--- src/rtl/buzzer_pkg.sv ---
// Shared types and constants for the alarm buzzer blocks.
// Level codes, default alarm state codes, cadence FSM states.
package buzzer_pkg;

  localparam logic [1:0] LVL_NONE = 2'd0;
  localparam logic [1:0] LVL_1    = 2'd1;
  localparam logic [1:0] LVL_2    = 2'd2;
  localparam logic [1:0] LVL_3    = 2'd3;

  localparam logic [3:0] ST_L1_DEF = 4'b0110;
  localparam logic [3:0] ST_L2_DEF = 4'b0111;
  localparam logic [3:0] ST_L3_DEF = 4'b1000;

  typedef enum logic [1:0] {
    IDLE,
    BEEP,
    GAP,
    PAUSE
  } buzz_st_e;

  // Counter width for a terminal count n, never below one bit.
  function automatic int cw(input int n);
    return (n > 1) ? $clog2(n) : 1;
  endfunction

endpackage

--- src/rtl/buzz_tone_gen.sv ---
// Square-wave tone source: half-period counter plus toggle register.
// Ports: clk_base, rst_n, enable, restart, sel_hi -> tone.
module buzz_tone_gen
  import buzzer_pkg::*;
#(
  parameter int unsigned DIV_LO = 12500,
  parameter int unsigned DIV_HI = 6250
) (
  input  logic clk_base,
  input  logic rst_n,
  input  logic enable,
  input  logic restart,
  input  logic sel_hi,
  output logic tone
);

  localparam int DMAX = (DIV_LO > DIV_HI) ? DIV_LO : DIV_HI;
  localparam int CW   = cw(DMAX);

  logic [CW-1:0] cnt;
  logic [CW-1:0] lim;

  assign lim = sel_hi ? CW'(DIV_HI - 1) : CW'(DIV_LO - 1);

  // Restart starts a high half-cycle; disabled means silent.
  always_ff @(posedge clk_base or negedge rst_n) begin
    if (!rst_n) begin
      cnt  <= '0;
      tone <= 1'b0;
    end else if (restart) begin
      cnt  <= '0;
      tone <= 1'b1;
    end else if (!enable) begin
      cnt  <= '0;
      tone <= 1'b0;
    end else if (cnt == lim) begin
      cnt  <= '0;
      tone <= ~tone;
    end else begin
      cnt <= cnt + 1'b1;
    end
  end

endmodule

--- src/rtl/buzzer_pattern_gen.sv ---
// Three-level alarm buzzer: level decode, beep cadence FSM, ack/mute.
// Ports: clk_base, rst_n, state_in, ack_in -> buzz/active/muted/level.
module buzzer_pattern_gen
  import buzzer_pkg::*;
#(
  parameter int unsigned STATE_W     = 4,
  parameter logic [STATE_W-1:0] ST_L1 = ST_L1_DEF,
  parameter logic [STATE_W-1:0] ST_L2 = ST_L2_DEF,
  parameter logic [STATE_W-1:0] ST_L3 = ST_L3_DEF,
  parameter int unsigned TICK_DIV    = 500000,
  parameter int unsigned TONE_DIV_LO = 12500,
  parameter int unsigned TONE_DIV_HI = 6250,
  parameter int unsigned BEEP_TICKS  = 10,
  parameter int unsigned GAP_TICKS   = 10,
  parameter int unsigned PAUSE_TICKS = 50
) (
  input  logic               clk_base,
  input  logic               rst_n,
  input  logic [STATE_W-1:0] state_in,
  input  logic               ack_in,
  output logic               buzz_out,
  output logic               active_out,
  output logic               muted_out,
  output logic [1:0]         level_out
);

  localparam int PW = cw(TICK_DIV);
  localparam int T1 = (BEEP_TICKS > GAP_TICKS) ?
                      BEEP_TICKS : GAP_TICKS;
  localparam int TM = (T1 > PAUSE_TICKS) ? T1 : PAUSE_TICKS;
  localparam int HW = cw(TM);

  buzz_st_e      st, st_nxt;
  logic [1:0]    level_d, level_q, lvl_prev;
  logic [1:0]    ack_lvl, beep_cnt;
  logic          mute, active_q;
  logic [PW-1:0] pre;
  logic [HW-1:0] phase, ph_lim;
  logic          tick, end_ph, lvl_chg;
  logic          trans, tone_rst, tone;

  always_comb begin
    level_d = LVL_NONE;
    unique case (1'b1)
      (state_in == ST_L1): level_d = LVL_1;
      (state_in == ST_L2): level_d = LVL_2;
      (state_in == ST_L3): level_d = LVL_3;
      default:             level_d = LVL_NONE;
    endcase
  end

  always_comb begin
    ph_lim = '0;
    case (st)
      BEEP:    ph_lim = HW'(BEEP_TICKS - 1);
      GAP:     ph_lim = HW'(GAP_TICKS - 1);
      PAUSE:   ph_lim = HW'(PAUSE_TICKS - 1);
      default: ph_lim = '0;
    endcase
  end

  assign tick   = (pre == PW'(TICK_DIV - 1));
  assign end_ph = tick && (phase == ph_lim);

  // A level swap while sounding restarts the burst from its first beep.
  always_comb begin
    st_nxt  = st;
    lvl_chg = 1'b0;
    if (level_q == LVL_NONE || mute) begin
      st_nxt = IDLE;
    end else if (st != IDLE && level_q != lvl_prev) begin
      st_nxt  = BEEP;
      lvl_chg = 1'b1;
    end else begin
      case (st)
        IDLE: st_nxt = BEEP;
        BEEP: if (end_ph)
          st_nxt = ({1'b0, beep_cnt} + 3'd1 < {1'b0, level_q}) ?
                   GAP : PAUSE;
        GAP:     if (end_ph) st_nxt = BEEP;
        PAUSE:   if (end_ph) st_nxt = BEEP;
        default: st_nxt = IDLE;
      endcase
    end
  end

  assign trans    = (st_nxt != st) || lvl_chg;
  assign tone_rst = (st_nxt == BEEP) && trans;

  always_ff @(posedge clk_base or negedge rst_n) begin
    if (!rst_n) begin
      st       <= IDLE;
      level_q  <= LVL_NONE;
      lvl_prev <= LVL_NONE;
      ack_lvl  <= LVL_NONE;
      mute     <= 1'b0;
      active_q <= 1'b0;
      pre      <= '0;
      phase    <= '0;
      beep_cnt <= '0;
    end else begin
      level_q  <= level_d;
      lvl_prev <= level_q;
      st       <= st_nxt;
      active_q <= (st_nxt != IDLE);

      // An ack arriving with an escalation is dropped.
      if (level_q == LVL_NONE) begin
        mute <= 1'b0;
      end else if (mute && level_q > ack_lvl) begin
        mute <= 1'b0;
      end else if (ack_in && level_d <= level_q) begin
        mute    <= 1'b1;
        ack_lvl <= level_q;
      end

      if (trans || st == IDLE) begin
        pre   <= '0;
        phase <= '0;
      end else if (tick) begin
        pre   <= '0;
        phase <= phase + 1'b1;
      end else begin
        pre <= pre + 1'b1;
      end

      if (lvl_chg || st == IDLE || (st == PAUSE && trans))
        beep_cnt <= '0;
      else if (st == BEEP && end_ph)
        beep_cnt <= beep_cnt + 1'b1;
    end
  end

  buzz_tone_gen #(
    .DIV_LO (TONE_DIV_LO),
    .DIV_HI (TONE_DIV_HI)
  ) u_tone (
    .clk_base (clk_base),
    .rst_n    (rst_n),
    .enable   (st_nxt == BEEP),
    .restart  (tone_rst),
    .sel_hi   (level_q == LVL_3),
    .tone     (tone)
  );

  assign buzz_out   = tone;
  assign active_out = active_q;
  assign muted_out  = mute;
  assign level_out  = level_q;

endmodule
--- config.mk ---
export PLATFORM = sky130hd
export DESIGN_NAME = buzzer_pattern_gen
export DESIGN_NICKNAME = d
export VERILOG_FILES = /design/src/rtl/buzzer_pkg.sv /design/src/rtl/buzz_tone_gen.sv /design/src/rtl/buzzer_pattern_gen.sv
export SDC_FILE = /design/constraint.sdc
export NUM_CORES = 1
export LEC_CHECK = 0
export BUFFER_PORTS_ARGS = -buffer_cell sky130_fd_sc_hd__buf_2
export CORE_ASPECT_RATIO = 1.2
export CORE_UTILIZATION = 55
export DETAILED_ROUTE_END_ITERATION = 7
export GPL_ROUTABILITY_DRIVEN = 0
export PLACE_DENSITY = 0.75
export SLEW_MARGIN = 5
export SYNTH_ARGS = -nofsm -noshare
export SYNTH_HDL_FRONTEND = slang
export SYNTH_SLANG_ARGS = --single-unit
--- constraint.sdc ---
create_clock -name clk_base -period 2.35 [get_ports clk_base]
set_clock_uncertainty 0.2 [all_clocks]
set_input_delay 0.235 -clock clk_base [delete_from_list [all_inputs] [get_ports clk_base]]
set_output_delay 0.235 -clock clk_base [all_outputs]
set_load 0.1 [all_outputs]
; After elaboration in Yosys (flattened, before gate mapping)
; Cells that the tools add are included.
[totals]
register_bits = 52
input_bits = 7
out_inout_bits = 5
word_cells = 84
[classes]
n_addsub = 5
magnitude_cmp = 3
n_eq_ne = 14
mux = 26
bitwise_logic = 3
n_reduce_logical = 22
[ops]
columns = operator, count
row1 = $mux 14, 4
row2 = $mux 19, 2
row3 = $add 19x1->19 const B, 1
row4 = $eq 19x19->1 const B, 1
row5 = $add 14x1->14 const B, 1
row6 = $eq 14x14->1, 1
row7 = $mux 2, 6
row8 = $mux 6, 2
row9 = $pmux 2 s3, 2
row10 = $pmux 6 s2, 1
row11 = $mux 1, 9
row12 = $eq 4x3->1 const B, 2
row13 = $reduce_bool 2->1, 4
row14 = $logic_and 1x1->1, 7
row15 = $add 6x1->6 const B, 1
row16 = $eq 2x2->1 const B, 3
row17 = $eq 6x6->1, 1
row18 = $logic_or 1x1->1, 5
row19 = $eq 2x1->1 const B, 2
row20 = $eq 4x4->1 const B, 1
row21 = $logic_not 2->1, 2
row22 = $ne 2x2->1, 2
row23 = $reduce_or 2->1, 2
row24 = $add 2x1->3 const B, 1
row25 = other kinds (8), 10

; Depth between registers and ports, before layout
; Gate-level depths: netlist of run 1.
[depth]
ltp_word = 14
ltp_mapped = 9
ltp_nobuf = 9

; Modules after synthesis
; Synthesis of run 1 repeated with hierarchy kept, for this count alone.
[hier_totals]
hier_cells = 310
area_unflattened_um2 = 3164.3
[by_module_without_submodules]
columns = mod, n_inst, cells_per_inst, area_each_um2, seq_area_each_um2
row1 = buzzer_pattern_gen, 1, 226, 2229.6, 925.9
row2 = buzz_tone_gen, 1, 84, 934.6, 375.4

; Least setup slack after synthesis of run 1
; Ideal clock, no wire load.
[synth_path]
path_type = flip-flop to flip-flop
from = register level_q[1] (netlist: level_out[1])
to = register u_tone.tone
setup_ns = 0.126
t_arrival_ns = 2.853
required_ns = 2.024
slack_ns = -0.829
stages_incl_launch_ff = 8
n_path_buf = 0
period_less_slack_ns = 3.179
cell_sequence = dfrtp_1 inv_1 fa_1 a31o_2 a31o_2 a31oi_1 o211ai_2 o311a_1
[synth_between]
elab_chain_cells = 10
word_cells_on_any_way = 22
classes_between = order compare (1) / eq/ne (6) / mux (10) / reduce/logical (5)
[synth_lines]
columns = element, line
row1 = start: declaration, buzzer_pattern_gen.sv:34  ; logic [1:0] level_d, level_q, lvl_prev;
row2 = start signal: assignment, buzzer_pattern_gen.sv:102  ; level_q <= level_d;
row3 = $lt 3x2->1, buzzer_pattern_gen.sv:78  ; st_nxt = ({1'b0, beep_cnt} + 3'd1 < {1'b0, level_q}) ?
row4 = $mux 1, buzzer_pattern_gen.sv:78
row5 = $mux 2, buzzer_pattern_gen.sv:77  ; BEEP: if (end_ph)
row6 = $pmux 2 s3, buzzer_pattern_gen.sv:75  ; case (st)
row7 = $mux 2, buzzer_pattern_gen.sv:71  ; end else if (st != IDLE && level_q != lvl_prev) begin
row8 = $mux 2, buzzer_pattern_gen.sv:69  ; if (level_q == LVL_NONE || mute) begin
row9 = $ne 2x2->1, buzzer_pattern_gen.sv:87  ; assign trans = (st_nxt != st) || lvl_chg;
row10 = $logic_or 1x1->1, buzzer_pattern_gen.sv:87
row11 = $logic_and 1x1->1, buzzer_pattern_gen.sv:88  ; assign tone_rst = (st_nxt == BEEP) && trans;
row12 = $ne 3x3->1 (no source line) / $mux 1 (equally long branches), n/a
row13 = end signal: assignment, buzz_tone_gen.sv:38  ; tone <= ~tone;
row14 = end: declaration, buzz_tone_gen.sv:14  ; output logic tone
; Parallel ways exist; a longest one is shown, timed or not.
; A chain may end at the register's enable or synchronous reset.

; Worst setup path in the final report of run 1
[layout_path]
from = register st[1]
to = register pre[8]
[layout_between]
elab_chain_cells = 13
word_cells_on_any_way = 22
classes_between = eq/ne (5) / mux (9) / reduce/logical (8)
[layout_lines]
columns = element, line
row1 = start: declaration, buzzer_pattern_gen.sv:33  ; buzz_st_e st, st_nxt;
row2 = start signal: assignment, buzzer_pattern_gen.sv:104  ; st <= st_nxt;
row3 = $eq 2x1->1 / $eq 2x2->1 (equally long branches), "buzzer_pattern_gen.sv:54, buzzer_pattern_gen.sv:75"
row4 = $reduce_or 2->1 (no source line), n/a
row5 = $pmux 6 s2, buzzer_pattern_gen.sv:54  ; case (st)
row6 = $eq 6x6->1, buzzer_pattern_gen.sv:63  ; assign end_ph = tick && (phase == ph_lim);
row7 = $logic_and 1x1->1, buzzer_pattern_gen.sv:63
row8 = $mux 2 (on tied branches), "buzzer_pattern_gen.sv:80, buzzer_pattern_gen.sv:81, buzzer_pattern_gen.sv:77"
row9 = $pmux 2 s3, buzzer_pattern_gen.sv:75
row10 = $mux 2, buzzer_pattern_gen.sv:71
row11 = $mux 2, buzzer_pattern_gen.sv:69
row12 = $ne 2x2->1, buzzer_pattern_gen.sv:87
row13 = $logic_or 1x1->1, buzzer_pattern_gen.sv:87
row14 = $logic_or 1x1->1 (*), buzzer_pattern_gen.sv:117  ; if (trans || st == IDLE) begin
row15 = $mux 19 (*), buzzer_pattern_gen.sv:117
row16 = end signal: assignment, buzzer_pattern_gen.sv:124  ; pre <= pre + 1'b1;
row17 = end: declaration, buzzer_pattern_gen.sv:37  ; logic [PW-1:0] pre;
; Mark *: on every way between the ends. The rest lies on a longest branch, timed or not.

==> results.md, run 1 <==
- Clk pwr share: 30.5%
- Worst-margin pin slew: 560.8 ps
- Critical-path top delay cell: dfrtp_1
- Top FF cell, synth: dfrtp_1
- Synth Instances: 299
- # diodes: 0
- Final setup vio count: 42
- Layout fillers: 338
- Antenna-violating nets left: 0
- Kind of critical path: reg2reg
- H-tree depth: 2
- Synth top area share: 43.96%
- # port buffers: 11
- Largest net degree at the start of global routing: 30
- Longest Clk Path Bufs: 2
- Final WS setup: -173.6 ps
- FP Rows: 28
- CTS buffer count: 5
- Register bit total from synthesis: 52
- CTS tree: built
- First-pass GRT wire length: 10.35 mm
- NetSw: 0.0005627 W
- Combinational share of power: 23.0%
- Peak Freq: 396.3 MHz
- Worst Path Max Fanout: 5
- Die Height: 82.37 um
- Root Buffer: clkbuf_8
- Post-Synthesis Cell Area: 2960 um2
- Critical Path AT: 2520 ps
- Clock Sinks: 52
- Synth warn: 0
- Fin. max-slew vios: 0
- RSZ-0062 raised after global routing: true
- Core area: 5045 um2
- Routed vias/inst: 5.905
- Routed WL: 6.916 mm
- Non-Filler Instances: 412
- DRC viols: 0
- Count of flip-flops with a built-in enable after synthesis: 0
- Share of layout cells above drive strength 1: 28.98%
- CP Data Required Time: 2350 ps
- Pre-CTS WS: -170.3 ps
- Final period util: 107.4%
- Initial DRT Pass Iterations: 4
- Skew-Pair Late Insertion Delay: 310 ps
- Die X: 68.97 um
- Nets@finish: 372
- Critical path endpoint category: flop
- Sequential-to-total area share from yosys stat: 43.96%
- Via count: 2433
- Initial core utilization: 58.68%
- Count of cell types in the netlist: 49
- Crit path top cell by count: buf_12
- Failing checks: setup timing
- Initial antenna violation count: 0
- Die area: 5681 um2
- Path category of the worst min-delay check: in2reg
- Top cells by area, synth: dfrtp_1 (44%), xor2_1 (7.1%), nor3_1 (6.4%)
- WL per Instance: 16.79 um
- Max-cap violations: 0
- Final hold violation count: 0
- Layout area overhead: 28.57%
- Cell taking the most area after synthesis: dfrtp_1
- Area after DPL: 3400 um2
- Syn nets: 320
- CP peak stage delay: 410 ps
- Critical-path cell list: inv_2 -> ha_4 -> xnor2_4 -> o2111ai_4 -> nor3_2 -> a21oi_1 -> buf_4 -> o211ai_4 -> buf_12 -> buf_12 -> nor3_1
- Outcome: complete, but fails checks
- GRT Overall Usage: 24.65%
- Internal: 0.001430 W
- Placed cell count: 397
- Slew headroom: 62.61%
- Startpoint Class: flop
- DP HPWL: 4.490 mm
- Peak VDD IR: 0.3231 mV
- Synth async-reset ratio: 100.0%
- Iteration-0 DRC Markers: 118
- Minimum clock period: 2524 ps
- PwrDens: 523.6 nW/um2
- Switching Fraction: 28.24%
- Mean Syn Cell Area: 9.901 um2
- I/O pin count: 12
- Grt ovf: 0
- Final non-filler cell area: 3806 um2
- CTS clk-pin slew, worst paths: 90 ps
- Vias in the first global route: 2425
- P_leak: 1.653 nW
- Sequential Power Share: 46.5%
kinds of logic (layout without fill, tap and decap cells):
logic type	after synthesis	after routing	synth area share [%]
flops	52	52	43.96
simple gates	143	143	26.75
compound gates	30	30	8.158
fa+ha+maj	14	14	6.171
xor+xnor	40	40	11.83
buf+inv	19	72	2.789
mux	1	1	0.3381
path summary, 6_finish.rpt:
kind / startpoint / endpoint / slack [ps] / cells after the start
max in group asynchronous: rst_n / level_out[1] / 1140 / 3
worst max-delay path: st[1] / pre[8] / -170 / 11
worst min-delay path: state_in[3] / level_out[1] / 40 / 3
worst max register to register: st[1] / pre[8] / -170 / 11
worst min register to register: ack_lvl[0] / ack_lvl[0] / 300 / 2
min in group asynchronous: rst_n / pre[9] / 240 / 2
cell usage after synthesis (4+ instances only):
cell type,number
a21oi_1,4
and3_1,11
dfrtp_1,52
ha_1,13
inv_1,13
nand2_1,24
nand3_1,16
nand4_1,5
nor2_1,22
nor3_1,38
o21ai_0,6
xnor2_1,16
xor2_1,24
cell usage in the layout (no fill, tap or decap), drive strengths merged, types with 3 or more instances in the layout:
master / n
a21o: 3
nand4: 5
inv: 13
nand2: 24
and4: 3
clkbuf: 9
xnor2: 16
nand3: 19
xor2: 24
a21oi: 4
nor2: 23
and3: 11
buf: 46
ha: 13
nor3: 41
nand2b: 3
dfrtp: 52
o21ai: 8
layer usage:
| metal | wire (um) | track usage (%) | up-vias |
|---|---|---|---|
| met2 | 3821 | 47.38 | 41 |
| met5 | 0 | 0 | - |
| met4 | 166 | 8.980 | 0 |
| li1 | - | - | 1157 |
| met3 | 157 | 4.396 | 18 |
| met1 | 2771 | 25.88 | 1217 |
through the flow:
step	power, W	setup TNS [ps]	hold WS, ps	util [%]
final	0.001993	-4233	40.56	75.45
after global routing	0.002074	-8878	80.54	75.45
after CTS	0.001908	-5061	42.88	70.93
after detailed placement	0.001293	-5963	50.48	67.39
after global placement	0.001282	-3794	49.90	67.39
after floorplan	0.001145	-9189	-260.6	-
power by group through the flow:
stage,clock network [W],registers [W],logic (W)
6_report,0.000607,0.000927,0.000459
5_1_grt,0.000654,0.000929,0.000491
4_1_cts,0.000616,0.000926,0.000366
3_5_place_dp,0,0.000944,0.000349
3_3_place_gp,0,0.000943,0.000338
2_1_floorplan,0,0.000989,0.000156
worst max-delay path: cells and delay by family (launching register included):
family | cells | cell delay [ps]
compound gates | 3 | 580
buf+inv | 4 | 530
flops | 1 | 410
simple gates | 2 | 290
fa+ha+maj | 1 | 220
xor+xnor | 1 | 170
registers in the layout (all words and copies together), names as in the netlist, 2 cells and up:
signal      count
lvl_prev        2
ack_lvl         2
level_out       2
pre            19
u_tone.cnt     14
st              2
beep_cnt        2
phase           6
area by class of cell:
| class | instances | area, um2 | share of cell area [%] |
|---|---|---|---|
| Tap cell | 60 | 75.07 | 1.972 |
| Timing Repair Buffer | 51 | 488.0 | 12.82 |
| Clock inverter | 2 | 35.03 | 0.9204 |
| Clock buffer | 6 | 72.57 | 1.907 |
| Inverter | 13 | 51.30 | 1.348 |
| Sequential cell | 52 | 1306 | 34.32 |
| Multi-Input combinational cell | 228 | 1778 | 46.71 |
repair_timing:
action | in CTS | in global routing
gates resized for setup | 7 | 27
buffers inserted | 2 | 1
pin swaps | 3 | 10
endpoints found under the hold margin | 24 | 0
endpoints found under the setup margin | 44 | 45
cloned | 0 | 3
hold buffers | 2 | 0
Note: power is estimated with default switching activity, not from simulation.
==> run 2, diff against run 1 <==
Settings changed: CORE_UTILIZATION 55 to 58, CTS_BUF_LIST set to sky130_fd_sc_hd__clkbuf_4, PLACE_DENSITY 0.75 to 0.79, SLEW_MARGIN 5 to not set.
==> results.md, run 2 (synthesis results as in run 1) <==
- P_leak: 1.712 nW
- Nets@finish: 386
- RSZ-0062 raised after global routing: true
- Die Height: 80.26 um
- R2r setup slk: -290 ps
- Initial DRT Pass Iterations: 4
- Met3 usage: 3.409%
- Number of flip-flops in the largest register: 19
- # port buffers: 11
- Worst Path Max Fanout: 8
- Iteration-0 DRC Markers: 135
- Peak VDD IR: 0.4507 mV
- R2R cell count: 8
- Crit path capture: pre[10]
- Crit path top cell by count: a31o_4
- Initial core utilization: 60.36%
- Largest registers: pre (19), u_tone.cnt (14), phase (6)
- Kind of critical path: reg2reg
- Via count: 2500
- Share of layout cells above drive strength 1: 37.16%
- Layout area overhead: 36.22%
- Longest Clk Path Bufs: 2
- Largest net degree at the start of global routing: 53
- Grt ovf: 0
- Vias in the first global route: 2437
- M1 GR Usage: 28.41%
- H-tree depth: 2
- Final setup vio count: 44
- GRT busiest layer: met2
- CTS buffer count: 5
- Fin Setup TNS: -4420 ps
- Critical-path top delay cell: dfrtp_4
- Family with the most delay on the worst path: compound AO/OA/AOI/OAI gates
- Max-cap violations: 0
- CTS tree: built
- Startpoint Class: flop
- Antenna-violating nets left: 0
- # diodes: 0
- Failing checks: setup timing
- Root Buffer: clkbuf_4
- CP Depth: 8
- Outcome: complete, but fails checks
- First-pass GRT wire length: 10.54 mm
- Minimum clock period: 2641 ps
- CTS clk-pin slew, worst paths: 150 ps
- Skew-Pair Late Insertion Delay: 390 ps
- Core area: 4905 um2
- Path category of the worst min-delay check: in2async
- Bufs and invs on worst path: 2
- Die area: 5395 um2
- GRT Overall Usage: 25.74%
- Initial antenna violation count: 0
- Routed WL: 7.425 mm
- Reg2reg end: pre[10]
- Fin. max-slew vios: 0
- CP Data Required Time: 2430 ps
- Slew headroom: 67.69%
- Clock Sinks: 52
- WL per Instance: 17.43 um
- R2R Path Start: level_out[1]
- DRC viols: 0
- Commonest non-fill, non-tap cells in the layout: dfrtp_1 (49), buf_4 (37), nor3_2 (26), nand2_1 (24), xor2_1 (23)
- CP peak stage delay: 510 ps
- Critical-path cell list: inv_4 -> fa_1 -> a31o_4 -> a31o_4 -> a31oi_4 -> o211ai_4 -> clkbuf_16 -> nor3_1
- Most common cell after layout, fill and taps aside: dfrtp_1
- Final WS setup: -291.2 ps
- FP Rows: 28
- Area after DPL: 3405 um2
- Die X: 67.22 um
- Critical path endpoint category: flop
- Routed vias/inst: 5.869
- Grt met2 use: 48.60%
- Critical Path AT: 2720 ps
- Worst-margin pin slew: 488.0 ps
- Final hold violation count: 0
- Peak Freq: 378.6 MHz
- Final non-filler cell area: 4033 um2
- Critical Path Start: level_out[1]
- Final period util: 112.4%
- PwrDens: 454.1 nW/um2
- I/O pin count: 12
- DP HPWL: 4.410 mm
- Largest Register: pre
[run 2: worst min-delay path by stage]
stage	endpoint	start	slack, ps
floorplan	ack_lvl[0]	rst_n	-260
global placement	pre[15]	rst_n	50
detailed placement	pre[15]	rst_n	50
CTS	u_tone.cnt[1]	rst_n	150
global route	pre[11]	rst_n	190
finish	pre[11]	rst_n	140
[run 2: per-layer routing]
metal | vias up | share of wire, %
met3 | 15 | 2.2
met2 | 48 | 57
li1 | 1183 | -
met5 | - | 0
met1 | 1254 | 39
met4 | 0 | 2.1
[run 2: where the power goes]
| part | switching (W) | internal (W) |
|---|---|---|
| logic | 0.000276 | 0.000213 |
| clock network | 0.000300 | 0.000113 |
| registers | 0.0000153 | 0.000914 |
[run 2: through the flow]
stage / setup slack, ps / total power, W / utilization (%) / cells / hold slack, ps
finish: -291.2 / 0.001831 / 82.22 / 426 / 139.7
global route: -344.4 / 0.001904 / 82.22 / 426 / 189.5
CTS: -125.2 / 0.001701 / 73.06 / 417 / 149.9
detailed placement: -128.2 / 0.001272 / 69.41 / 401 / 49.44
global placement: -66.48 / 0.001265 / 69.41 / 401 / 48.00
floorplan: -248.4 / 0.001145 / - / 299 / -260.6
[run 2: worst min-delay path, cell delays in order]
cell and delay [ps]:
dlygate4sd3_1 520, buf_2 120, buf_12 260
[run 2: cell type report]
cell class,count,area (um2)
multi-input cells,228,1941
flip-flops and latches,52,1308
fillers,265,872.1
repair buffers,65,601.8
well taps,60,75.07
inverters,13,51.30
clock buffers,5,37.54
clock inverters,3,18.77
[run 2: timing repair]
item / CTS / global route
setup endpoints to repair: 44 / 45
gates cloned: 0 / 3
buffers inserted: 2 / 6
hold endpoints to repair: 55 / 0
pin swaps: 5 / 24
resized for setup: 9 / 63
hold buffers: 6 / 0
